[config.mk]
export PLATFORM = sky130hd
export DESIGN_NAME = regfile_wr_arbiter
export DESIGN_NICKNAME = d
export VERILOG_FILES = /design/src/rtl/regfile_wr_arbiter.sv
export SDC_FILE = /design/constraint.sdc
export NUM_CORES = 1
export LEC_CHECK = 0
export BUFFER_PORTS_ARGS = -buffer_cell sky130_fd_sc_hd__buf_2
export CORE_ASPECT_RATIO = 0.75
export CORE_MARGIN = 2
export CORE_UTILIZATION = 55
export CTS_CLUSTER_SIZE = 40
export DETAILED_ROUTE_END_ITERATION = 10
export PLACE_DENSITY_LB_ADDON = 0.2
export SYNTH_ARGS = -nofsm -noshare
export SYNTH_HDL_FRONTEND = slang
export SYNTH_SLANG_ARGS = --single-unit
export TNS_END_PERCENT = 1
[constraint.sdc]
create_clock -name clk -period 5.4 [get_ports clk]
set_input_delay 0.54 -clock clk [delete_from_list [all_inputs] [get_ports clk]]
set_output_delay 0.54 -clock clk [all_outputs]
set_load 0.02 [all_outputs]
[src/rtl/regfile_wr_arbiter.sv]
// Purpose: small register file with two write requesters (round-robin arbitration)
//   and one combinational read port; cleared by a one-entry-per-cycle sweep after reset.
// Latency: a write is accepted in the same cycle it is granted and can be read back the next cycle.
//   The read port is combinational and shows the old value during a write (read-before-write).
// Backpressure: reqN_ready is combinational. It is low during the clear sweep and for the losing requester.
//   A requester keeps valid/addr/data stable until it sees ready.
// Ports:
//   clk, reset_l (sync, active-low)
//   req0_*/req1_* valid/addr/data in, ready out
//   rd_addr in, rd_data out
//   init_done, oob_err (1-cycle pulse), oob_count (saturating)
module regfile_wr_arbiter #(
  parameter int DEPTH = 7,
  parameter int DW    = 32,
  parameter int AW    = 3
) (
  input  logic          clk,
  input  logic          reset_l,
  input  logic          req0_valid,
  input  logic [AW-1:0] req0_addr,
  input  logic [DW-1:0] req0_data,
  output logic          req0_ready,
  input  logic          req1_valid,
  input  logic [AW-1:0] req1_addr,
  input  logic [DW-1:0] req1_data,
  output logic          req1_ready,
  input  logic [AW-1:0] rd_addr,
  output logic [DW-1:0] rd_data,
  output logic          init_done,
  output logic          oob_err,
  output logic [7:0]    oob_count
);

  // Address comparisons are done one bit wider so that DEPTH == 2**AW still works.
  localparam logic [AW:0] DEPTH_W = (AW+1)'(DEPTH);
  localparam logic [AW:0] LAST_W  = (AW+1)'(DEPTH - 1);

  typedef enum logic {INIT, RUN} state_t;

  state_t          state, state_nxt;
  logic [AW-1:0]   idx;        // clear-sweep index
  logic            prio;       // 0: favour requester 0, 1: favour requester 1
  logic [DW-1:0]   mem [DEPTH];

  logic            wr_fire;
  logic [AW-1:0]   wr_addr;
  logic [DW-1:0]   wr_data;
  logic            wr_inb;

  // Next state and grant. Grants are also gated by reset_l.
  // This keeps a pending request from being accepted on a reset edge.
  always_comb begin
    state_nxt  = state;
    req0_ready = 1'b0;
    req1_ready = 1'b0;
    case (state)
      INIT: begin
        if ({1'b0, idx} == LAST_W) state_nxt = RUN;
      end
      RUN: begin
        if (reset_l) begin
          req0_ready = req0_valid && (!req1_valid || !prio);
          req1_ready = req1_valid && (!req0_valid ||  prio);
        end
      end
      default: state_nxt = INIT;
    endcase
  end

  assign wr_fire = req0_ready | req1_ready;
  assign wr_addr = req1_ready ? req1_addr : req0_addr;
  assign wr_data = req1_ready ? req1_data : req0_data;
  assign wr_inb  = ({1'b0, wr_addr} < DEPTH_W);

  always_ff @(posedge clk) begin
    if (!reset_l) begin
      state     <= INIT;
      idx       <= '0;
      prio      <= 1'b0;
      oob_err   <= 1'b0;
      oob_count <= 8'd0;
    end else begin
      state   <= state_nxt;
      oob_err <= wr_fire && !wr_inb;
      if (state == INIT) idx <= idx + 1'b1;
      // The winner moves to the back of the line. Idle cycles leave the order unchanged.
      if (wr_fire) prio <= req0_ready;
      if (wr_fire && !wr_inb && (oob_count != 8'hFF)) oob_count <= oob_count + 8'd1;
    end
  end

  // Storage has no reset. The sweep clears it, and during INIT idx is always below DEPTH.
  always_ff @(posedge clk) begin
    if (reset_l) begin
      if (state == INIT)          mem[idx]     <= '0;
      else if (wr_fire && wr_inb) mem[wr_addr] <= wr_data;
    end
  end

  assign rd_data   = ({1'b0, rd_addr} < DEPTH_W) ? mem[rd_addr] : '0;
  assign init_done = (state == RUN);

endmodule

==> out/qor.yml, run 1 <==
design.core.area_mm2: 0.0175
synthAdderAreaFrac_pct: 0.385
vias_per_cell: 5.69
ios: 121
cts-root-buf: "clkbuf_16"
track_usage_pct: 21.8
firstDrtPassIters: 5
fin_cells: 1029
crit_cells: 7
hp-class: "in2reg"
synth_warnings: 0
drt_iter0_drc: 415
post-cts-setup-buffers: 0
rsz0062_at_grt: "no"
postSynth.asyncResetShare_pct: 0
r2r_cells: 7
hold_slack_ns: 0.389
cp_num_buf_inv: 2
area_growth_pct: 17.5
grt_pass1_wl_mm: 31.3
drv_cap: 0
start_kind: "register"
rows: 42
placed_cells: 987
clock.fmax_mhz: 267
synth_compound_area_share_pct: 6.91
drv_slew: 0
start_util_pct: 55.8
ys_seq_area_share_pct: 71.8
critPathLaunch: "init_done"
synth_edf_count: 224
finalSetupViolCount: 0
synth_top_family_by_area: "multiplexers"
fin_skew_ns: 0.0194
status: "finished clean"
syn_nets: 729
setup_tns_ns: 0
synthFlopType: "edfxtp_1"
worstMarginPinSlew_ns: 1.12
leakagePower_nw: 4.35
cpMostUsedCell: "mux2_2"
cts_sinks: 238
crit_path_cell_trace: "and2_4, nand3_2, inv_2, mux2_2, mux2_2, nor3_2, buf_12"
powerDensity_mw_per_mm2: 346
r2r_start: "init_done"
drcViolationCount: 0
synth_cell_type_count: 45
grt_max_degree: 44
crit_type: "reg2reg"
cp.arrival_ns: 3.93
netlist_area_mm2: 0.00976
yosys_register_bits: 238
syn_inst: 649
die_h_um: 119
postCtsHoldBufs: 0
place_area_mm2: 0.0107
period_share_pct: 69.3
layout.nets: 850
critPathRequiredTime_ns: 5.59
reg2reg_slack_ns: 1.66
clkLatencyLatePin_ns: 0.51
critPathCaptureType: "register"
cts_tree: "built"
hold_viol_final: 0
path_clk_slew_ns: 0.06
chipWidth_um: 158
io_buffers: 120
die-area_mm2: 0.0188
antenna_found_initial: 0
maxSlewHeadroom_pct: 24.7
cpPeakStageDelay_ns: 0.90
r2r_end: "mem[0][0]"
finalWorstPathRequiredPeriod_ns: 3.74
critPathTopFamily: "simple AND/OR/NAND/NOR gates"
grt_pass1_vias: 5810
ir_drop_uv: 192
crit_path_end: "mem[0][0]"
gp_congestion: 0.825
vias: 5859
wl_mm: 20.1
drive_above_1_share_pct: 27.6
post_drt_wl_per_cell_um: 19.6
antenna_cells: 0
synth-xor-area-share_pct: 0.269
cts_made_buffers: 23
cts_buffer_depth: 3
synth.area.mux_share_pct: 11.3
final_cell_area_mm2: 0.0115
synth-simple-area-share_pct: 7.59
slowest_stage: "nor3_2"
cp_max_fo: 36
cts_htree_levels: 1
syn_avg_cell_area_um2: 15.0
grt.overflow.total: 0
hpwl_mm: 12.2
ctsResizeCount: 0
postRouteAntennaNets: 0
==> cell usage in the layout (no fill, tap or decap), types with 2 or more instances in the layout <==
cell type / netlist / routed
edfxtp_1: 224 / 224
buf_2: 8 / 119
a21oi_1: 103 / 103
nor2_1: 72 / 72
nand2_1: 69 / 69
mux2i_1: 36 / 36
mux4_2: 32 / 32
clkbuf_16: 0 / 23
dfxtp_1: 14 / 14
buf_4: 1 / 10
nor3_2: 1 / 8
clkinv_1: 0 / 6
nand3_1: 5 / 5
clkbuf_1: 16 / 5
inv_1: 4 / 4
o31ai_1: 4 / 4
bufinv_16: 0 / 4
buf_12: 0 / 4
ha_1: 3 / 3
clkinv_2: 0 / 3
nor2b_1: 3 / 2
o21ai_0: 2 / 2
or3_1: 2 / 2
mux2_2: 2 / 2
nor3_1: 9 / 2
o211ai_1: 2 / 2
xor2_1: 2 / 2
or4_1: 2 / 2
==> cells by family (layout without fill, tap and decap cells) <==
family | after synthesis | count (layout)
muxes | 70 | 70
and+or+nand+nor | 172 | 172
xor gates and xnor gates | 3 | 3
DFF | 238 | 238
AOI/OAI and AO/OA | 121 | 121
adders and majority gates | 3 | 3
buffers and inverters | 42 | 180
==> how the worst min path moves through the flow <==
stage / start / to / slack (ns) / cells after the start
2_1_floorplan: prio / prio / 0.50 / 1
3_3_place_gp: oob_count[6] / oob_count[6] / 0.47 / 2
3_5_place_dp: oob_count[6] / oob_count[6] / 0.49 / 2
4_1_cts: reset_l / prio / 0.37 / 2
5_1_grt: reset_l / prio / 0.37 / 2
6_report: reset_l / prio / 0.39 / 2
==> worst register-to-register path, delay by kind of cell (launching register included) <==
kind | cells | cell delay (ns)
muxes | 2 | 0.76
and+or+nand+nor | 3 | 1.26
buffers and inverters | 2 | 0.87
DFF | 1 | 0.55
==> state kept, by name (all words and copies together), names as in the netlist <==
register,cells
idx,3
init_done,1
mem,224
oob_count,8
oob_err,1
prio,1
==> cells in the mapped netlist (2+ instances only) <==
| library cell | number | area (um2) |
|---|---|---|
| edfxtp_1 | 224 | 6730 |
| a21oi_1 | 103 | 515 |
| nor2_1 | 72 | 270 |
| nand2_1 | 69 | 259 |
| mux2i_1 | 36 | 360 |
| mux4_2 | 32 | 721 |
| clkbuf_1 | 16 | 60.1 |
| dfxtp_1 | 14 | 280 |
| buf_1 | 12 | 45.0 |
| nor3_1 | 9 | 45.0 |
| buf_2 | 8 | 40.0 |
| nand3_1 | 5 | 25.0 |
| inv_1 | 4 | 15.0 |
| o31ai_1 | 4 | 30.0 |
| ha_1 | 3 | 37.5 |
| nor2b_1 | 3 | 18.8 |
| mux2_2 | 2 | 22.5 |
| o211ai_1 | 2 | 15.0 |
| o21ai_0 | 2 | 10.0 |
| or3_1 | 2 | 12.5 |
| or4_1 | 2 | 15.0 |
| xor2_1 | 2 | 17.5 |
==> power breakdown <==
group          leakage [nW]  internal, mW  switching [mW]
sequential             2.41          2.06          0.0149
clock                 0.372         0.974           0.642
combinational          1.57         0.109           0.171
total                  4.35          3.14           0.828
==> metrics by stage <==
| stage | util, % | worst slack [ns] | power, mW |
|---|---|---|---|
| floorplan | - | 0.916 | 2.28 |
| global placement | 61.2 | 1.69 | 2.38 |
| detailed placement | 61.2 | 1.54 | 2.39 |
| CTS | 65.5 | 1.64 | 4.00 |
| global route | 65.5 | 1.48 | 4.10 |
| finish | 65.5 | 1.66 | 3.97 |
==> area by class of cell <==
type	count	area (um2)
clock buffer	28	594
fill	1269	6030
timing repair buffer	133	751
sequential	238	7010
tap	242	303
multi-input combinational	369	2630
clock inverter	14	166
inverter	5	18.8
==> routing by layer <==
| metal | global-route usage, % | wire (um) | up-vias |
|---|---|---|---|
| met5 | 0 | 0 | - |
| met4 | 4.49 | 279 | 0 |
| met3 | 3.42 | 1230 | 25 |
| met2 | 34.7 | 9490 | 216 |
| met1 | 32.6 | 9130 | 2910 |
| li1 | - | - | 2708 |
Note: power is estimated with default switching activity, not from simulation.
==> inputs of run 2 (changes only) <==
CORE_UTILIZATION = 52   (was 55)
clock period = 3.23 ns   (was 5.4 ns; I/O delays follow)
==> run 2 against run 1 <==
Effect of this change:
- wire length up 3.5%
- global-route usage down 0.69 points
- non-clock buffer count up 11
- via count up 1.2%
- largest cell class unchanged
- cell count up 1.3%
==> out/qor.yml, run 2 (synthesized netlist as in run 1, its figures left out) <==
chipWidth_um: 162
start_kind: "register"
crit_type: "reg2reg"
layout.nets: 861
drcViolationCount: 0
pre_cts_ws_ns: 0.366
cp.arrival_ns: 2.87
antenna_found_initial: 0
die_h_um: 123
cts-root-buf: "clkbuf_16"
die-area_mm2: 0.0199
setup_tns_ns: 0
clock.fmax_mhz: 365
cts_tree: "built"
vias: 5932
finalWorstSetupSlack_ns: 0.488
drive_above_1_share_pct: 28.8
drv_cap: 0
post-cts-setup-buffers: 0
clkLatencyLatePin_ns: 0.50
antenna_cells: 0
start_util_pct: 52.9
min_from: "reset_l"
cpPeakStageDelay_ns: 0.46
slowest_stage: "buf_4"
postRouteAntennaNets: 0
grt_pass1_vias: 5819
hpwl_mm: 13.3
powerDensity_mw_per_mm2: 561
rows: 43
crit_path_cell_trace: "nand2b_1, nand3_2, inv_2, buf_4, mux2i_1, a2bb2oi_1, nor3_4, buf_4"
firstDrtPassIters: 6
fin_skew_ns: 0.0206
largest_reg_flops: 224
fin_cells: 1042
cts_htree_levels: 1
cts_made_buffers: 23
n_fill_cell: 1363
wl_mm: 20.8
io_buffers: 120
grt.overflow.total: 0
status: "finished clean"
top_regs: "mem: 224 flops, oob_count: 8 flops, idx: 3 flops"
ir_drop_uv: 309
cts_buffer_depth: 3
placed_cells: 1003
grt_max_degree: 65
p_total_mw: 6.48
regMostFlops: "mem"
place_area_mm2: 0.0109
path_clk_slew_ns: 0.06
ios: 121
drv_slew: 0
cpMostUsedCell: "buf_4"
hold_viol_final: 0
critPathLaunch: "prio"
critPathTopFamily: "buffers and inverters"
cts_sinks: 238
post_drt_wl_per_cell_um: 20.0
ctsResizeCount: 0
track_usage_pct: 21.2
mostFrequentLayoutCell: "edfxtp_1"
gp_congestion: 0.776
final_cell_area_mm2: 0.0116
period_share_pct: 84.9
design.core.area_mm2: 0.0185
layout_common_cells: "224 x edfxtp_1, 119 x buf_2, 103 x a21oi_1, 72 x nor2_1, 68 x nand2_1"
finalWorstPathRequiredPeriod_ns: 2.74
drt_iter0_drc: 451
vias_per_cell: 5.69
area_growth_pct: 18.4
finalSetupViolCount: 0
critPathCaptureType: "register"
cp_num_buf_inv: 3
critPathRequiredTime_ns: 3.36
leakagePower_nw: 4.40
grt_pass1_wl_mm: 32.0
r2r_start: "prio"
postCtsHoldBufs: 0
maxSlewHeadroom_pct: 43.0
rsz0062_at_grt: "no"
hp-class: "in2reg"
cp_max_fo: 32
worstMarginPinSlew_ns: 0.852
==> run 2: changes by cell type in the layout (fill, tap and decap cells not counted), moves of 3 or more <==
| cell | change |
|---|---|
| buf_4 | +10 |
| bufinv_16 | -3 |
| clkbuf_8 | +4 |
| nor3_2 | -7 |
| clkinv_1 | -3 |
| nor3_4 | +7 |
==> run 2: report_power, final <==
part / switching (mW) / internal (mW) / total (mW)
sequential: 0.0245 / 3.44 / 3.46
combinational: 0.301 / 0.193 / 0.494
clock: 1.06 / 1.47 / 2.53
total: 1.38 / 5.10 / 6.48
==> run 2: cell type report <==
cell class / instances / area, um2 / area share (%)
Sequential cell: 238 / 7010 / 60.6
Multi-Input combinational cell: 369 / 2670 / 23.1
Clock inverter: 7 / 58.8 / 0.509
Timing Repair Buffer: 144 / 846 / 7.32
Inverter: 5 / 18.8 / 0.162
Clock buffer: 32 / 649 / 5.62
Tap cell: 247 / 309 / 2.67
==> run 2: final timing paths <==
check / slack (ns) / cells past startpoint / end
setup / recovery: 0.49 / 8 / mem[5][16]
hold / removal: 0.15 / 2 / prio
setup reg to reg: 0.49 / 8 / mem[5][16]
hold reg to reg: 0.50 / 2 / oob_count[6]
==> run 2: routing by layer <==
layer	routed length, um	track usage [%]	vias up
li1	-	-	2745
met5	0	0	-
met4	269	4.76	0
met2	9700	33.5	205
met1	9610	31.2	2959
met3	1240	3.75	23
==> run 2: per-stage QoR <==
step | hold WS [ns] | util [%]
2_1_floorplan | 0.473 | -
4_1_cts | 0.143 | 62.6
3_3_place_gp | 0.479 | 58.8
3_5_place_dp | 0.490 | 58.8
6_report | 0.154 | 62.6
5_1_grt | 0.166 | 62.6
==> inputs of run 3 (changes only) <==
ABC_AREA = 1   (was default)
CORE_UTILIZATION = 55   (was 52)
clock period = 2.8 ns   (was 3.23 ns; I/O delays follow)
==> run 3 against run 2 <==
Effect of this change:
- design area grew 1.2%
- global-route usage grew 2.8 points
- via count grew 18%
- wire length grew 9.3%
- sequential power grew 15%
- largest cell class unchanged
- largest power group unchanged
==> out/qor.yml, run 3 <==
postCtsHoldBufs: 0
ios: 121
placed_cells: 1208
synth_top_family_by_area: "simple AND/OR/NAND/NOR gates"
grtUsageMet1_pct: 36.6
grt_pass1_vias: 6600
synth.area.mux_share_pct: 0
synthFlopType: "edfxtp_1"
path_clk_slew_ns: 0.06
slowest_stage: "dfxtp_1"
synth_compound_area_share_pct: 11.6
grt-busiest-layer: "met1"
finalWorstSetupSlack_ns: 0.231
ys_seq_area_share_pct: 70.5
cts_buffer_depth: 3
drt_iter0_drc: 733
synth-xor-area-share_pct: 0.529
pre_cts_ws_ns: 0.249
chipWidth_um: 159
powerDensity_mw_per_mm2: 646
crit_type: "reg2reg"
track_usage_pct: 24.0
min_from: "reset_l"
cp_max_fo: 32
critPathCaptureType: "register"
hpwl_mm: 13.6
layout.nets: 1070
grt_pass1_wl_mm: 35.9
cpPeakStageDelay_ns: 0.41
die_h_um: 120
seqCellArea_mm2: 0.00701
gp_congestion: 0.845
hp-class: "in2reg"
hold_slack_ns: 0.0876
postRouteAntennaNets: 0
leakagePower_nw: 4.46
cpMostUsedCell: "nand2_1"
rsz0062_at_grt: "no"
start_kind: "register"
drv_slew: 0
cts_sinks: 238
r2r_start: "init_done"
syn_nets: 954
synth_warnings: 0
cp.arrival_ns: 2.76
area_growth_pct: 17.6
post_drt_wl_per_cell_um: 18.3
n_fill_cell: 1326
regMostFlops: "mem"
ir_drop_uv: 368
drive_above_1_share_pct: 19.5
yosysTopAreaCellShare_pct: 67.7
grt_max_degree: 97
yosysMostFrequentCell: "edfxtp_1"
finalSetupViolCount: 0
design.core.area_mm2: 0.0177
clkLatencyLatePin_ns: 0.50
hold_viol_final: 0
antenna_cells: 0
grtUsageMet3_pct: 4.56
period_share_pct: 91.7
cts-root-buf: "clkbuf_16"
grt.overflow.total: 0
finalWorstPathRequiredPeriod_ns: 2.57
critPathLaunch: "init_done"
clock.fmax_mhz: 389
io_buffers: 120
vias: 7017
rows: 42
netlist.top_cell.by_area: "edfxtp_1"
status: "finished clean"
layout_common_cells: "224 x edfxtp_1, 214 x nand2_1, 120 x buf_2, 90 x o21ai_0, 90 x nor2_1"
critPathTopFamily: "simple AND/OR/NAND/NOR gates"
netlist_area_mm2: 0.00994
drcViolationCount: 0
synth_cell_type_count: 28
synth-simple-area-share_pct: 14.4
syn_inst: 874
cts_tree: "built"
synth_edf_count: 224
firstDrtPassIters: 5
cts_htree_levels: 1
start_util_pct: 56.3
met2_usage_pct: 36.1
fin_cells: 1247
mostFrequentLayoutCell: "edfxtp_1"
vias_per_cell: 5.63
synth_common_cells: "224 x edfxtp_1, 214 x nand2_1, 97 x nor2_1"
critPathRequiredTime_ns: 2.99
drv_cap: 0
maxSlewHeadroom_pct: 50.9
top_regs: "mem: 224 flops, oob_count: 8 flops, idx: 3 flops"
worstMarginPinSlew_ns: 0.737
synth.area.top_cells: "edfxtp_1 68%, nand2_1 8.1%, o21ai_0 4.5%, nor2_1 3.7%, dfxtp_1 2.8%"
yosys_register_bits: 238
postSynth.asyncResetShare_pct: 0
cp_num_buf_inv: 1
antenna_found_initial: 0
wl_mm: 22.8
fin_skew_ns: 0.00602
cts_made_buffers: 22
synthAdderAreaFrac_pct: 0.378
largest_reg_flops: 224
crit_path_cell_trace: "nand2_2, nor2_4, nand3_1, nand2_1, nand3_4, nand2_4, nand2_1, nand2_1, nand3_1, nor2_4, buf_12"
multiInputGateArea_mm2: 0.00274
syn_avg_cell_area_um2: 11.4
die-area_mm2: 0.0192
## run 3: kinds of logic after synthesis
| logic type | after synthesis |
|---|---|
| flip-flops | 238 |
| buffers and inverters | 67 |
| adder cells (fa/ha/maj) | 3 |
| AO/OA/AOI/OAI | 207 |
| XOR/XNOR | 6 |
| AND/OR/NAND/NOR | 353 |
## run 3: final timing paths
path | cells past startpoint | slack (ns) | end
max reg2reg | 11 | 0.23 | mem[1][24]
min reg2reg | 2 | 0.46 | init_done
min | 3 | 0.09 | idx[0]
max | 11 | 0.23 | mem[1][24]
## run 3: stage by stage
step | total power, mW | utilization, % | area (um2) | TNS [ns]
after floorplan | 4.40 | - | 9960 | -8.13
final | 7.56 | 66.2 | 11700 | 0
after global placement | 4.63 | 62.1 | 11000 | 0
after global routing | 7.78 | 66.2 | 11700 | 0
after CTS | 7.58 | 66.2 | 11700 | 0
after detailed placement | 4.64 | 62.1 | 11000 | 0
## run 3: layout make-up
cell class	instances	area share (%)
clock buffers	27	5.05
flip-flops and latches	238	59.9
inverters	14	0.449
multi-input cells	569	23.4
well taps	242	2.59
repair buffers	145	7.49
clock inverters	12	1.10
## run 3: what timing repair did
item                                    4_1_cts  5_1_grt
endpoints found under the setup margin        0       32
resized for setup                             0        1
setup buffers                                 0        0
## run 3: metal layers
metal	wire, um	part of all wire, %
met3	1940	8.5
met2	10100	44
met1	10400	46
met5	0	0
met4	334	1.5
## run 3: where the power goes
group,internal [mW],switching [mW],leakage [nW]
registers,3.96,0.0245,2.34
logic,0.192,0.391,1.76
clock network,1.77,1.23,0.354
total,5.92,1.64,4.46
## run 3: tightest hold or removal path: cells and delay by family
family	cells	cell delay (ns)
AOI/OAI and AO/OA	2	0.13
buffers and inverters	1	0.14
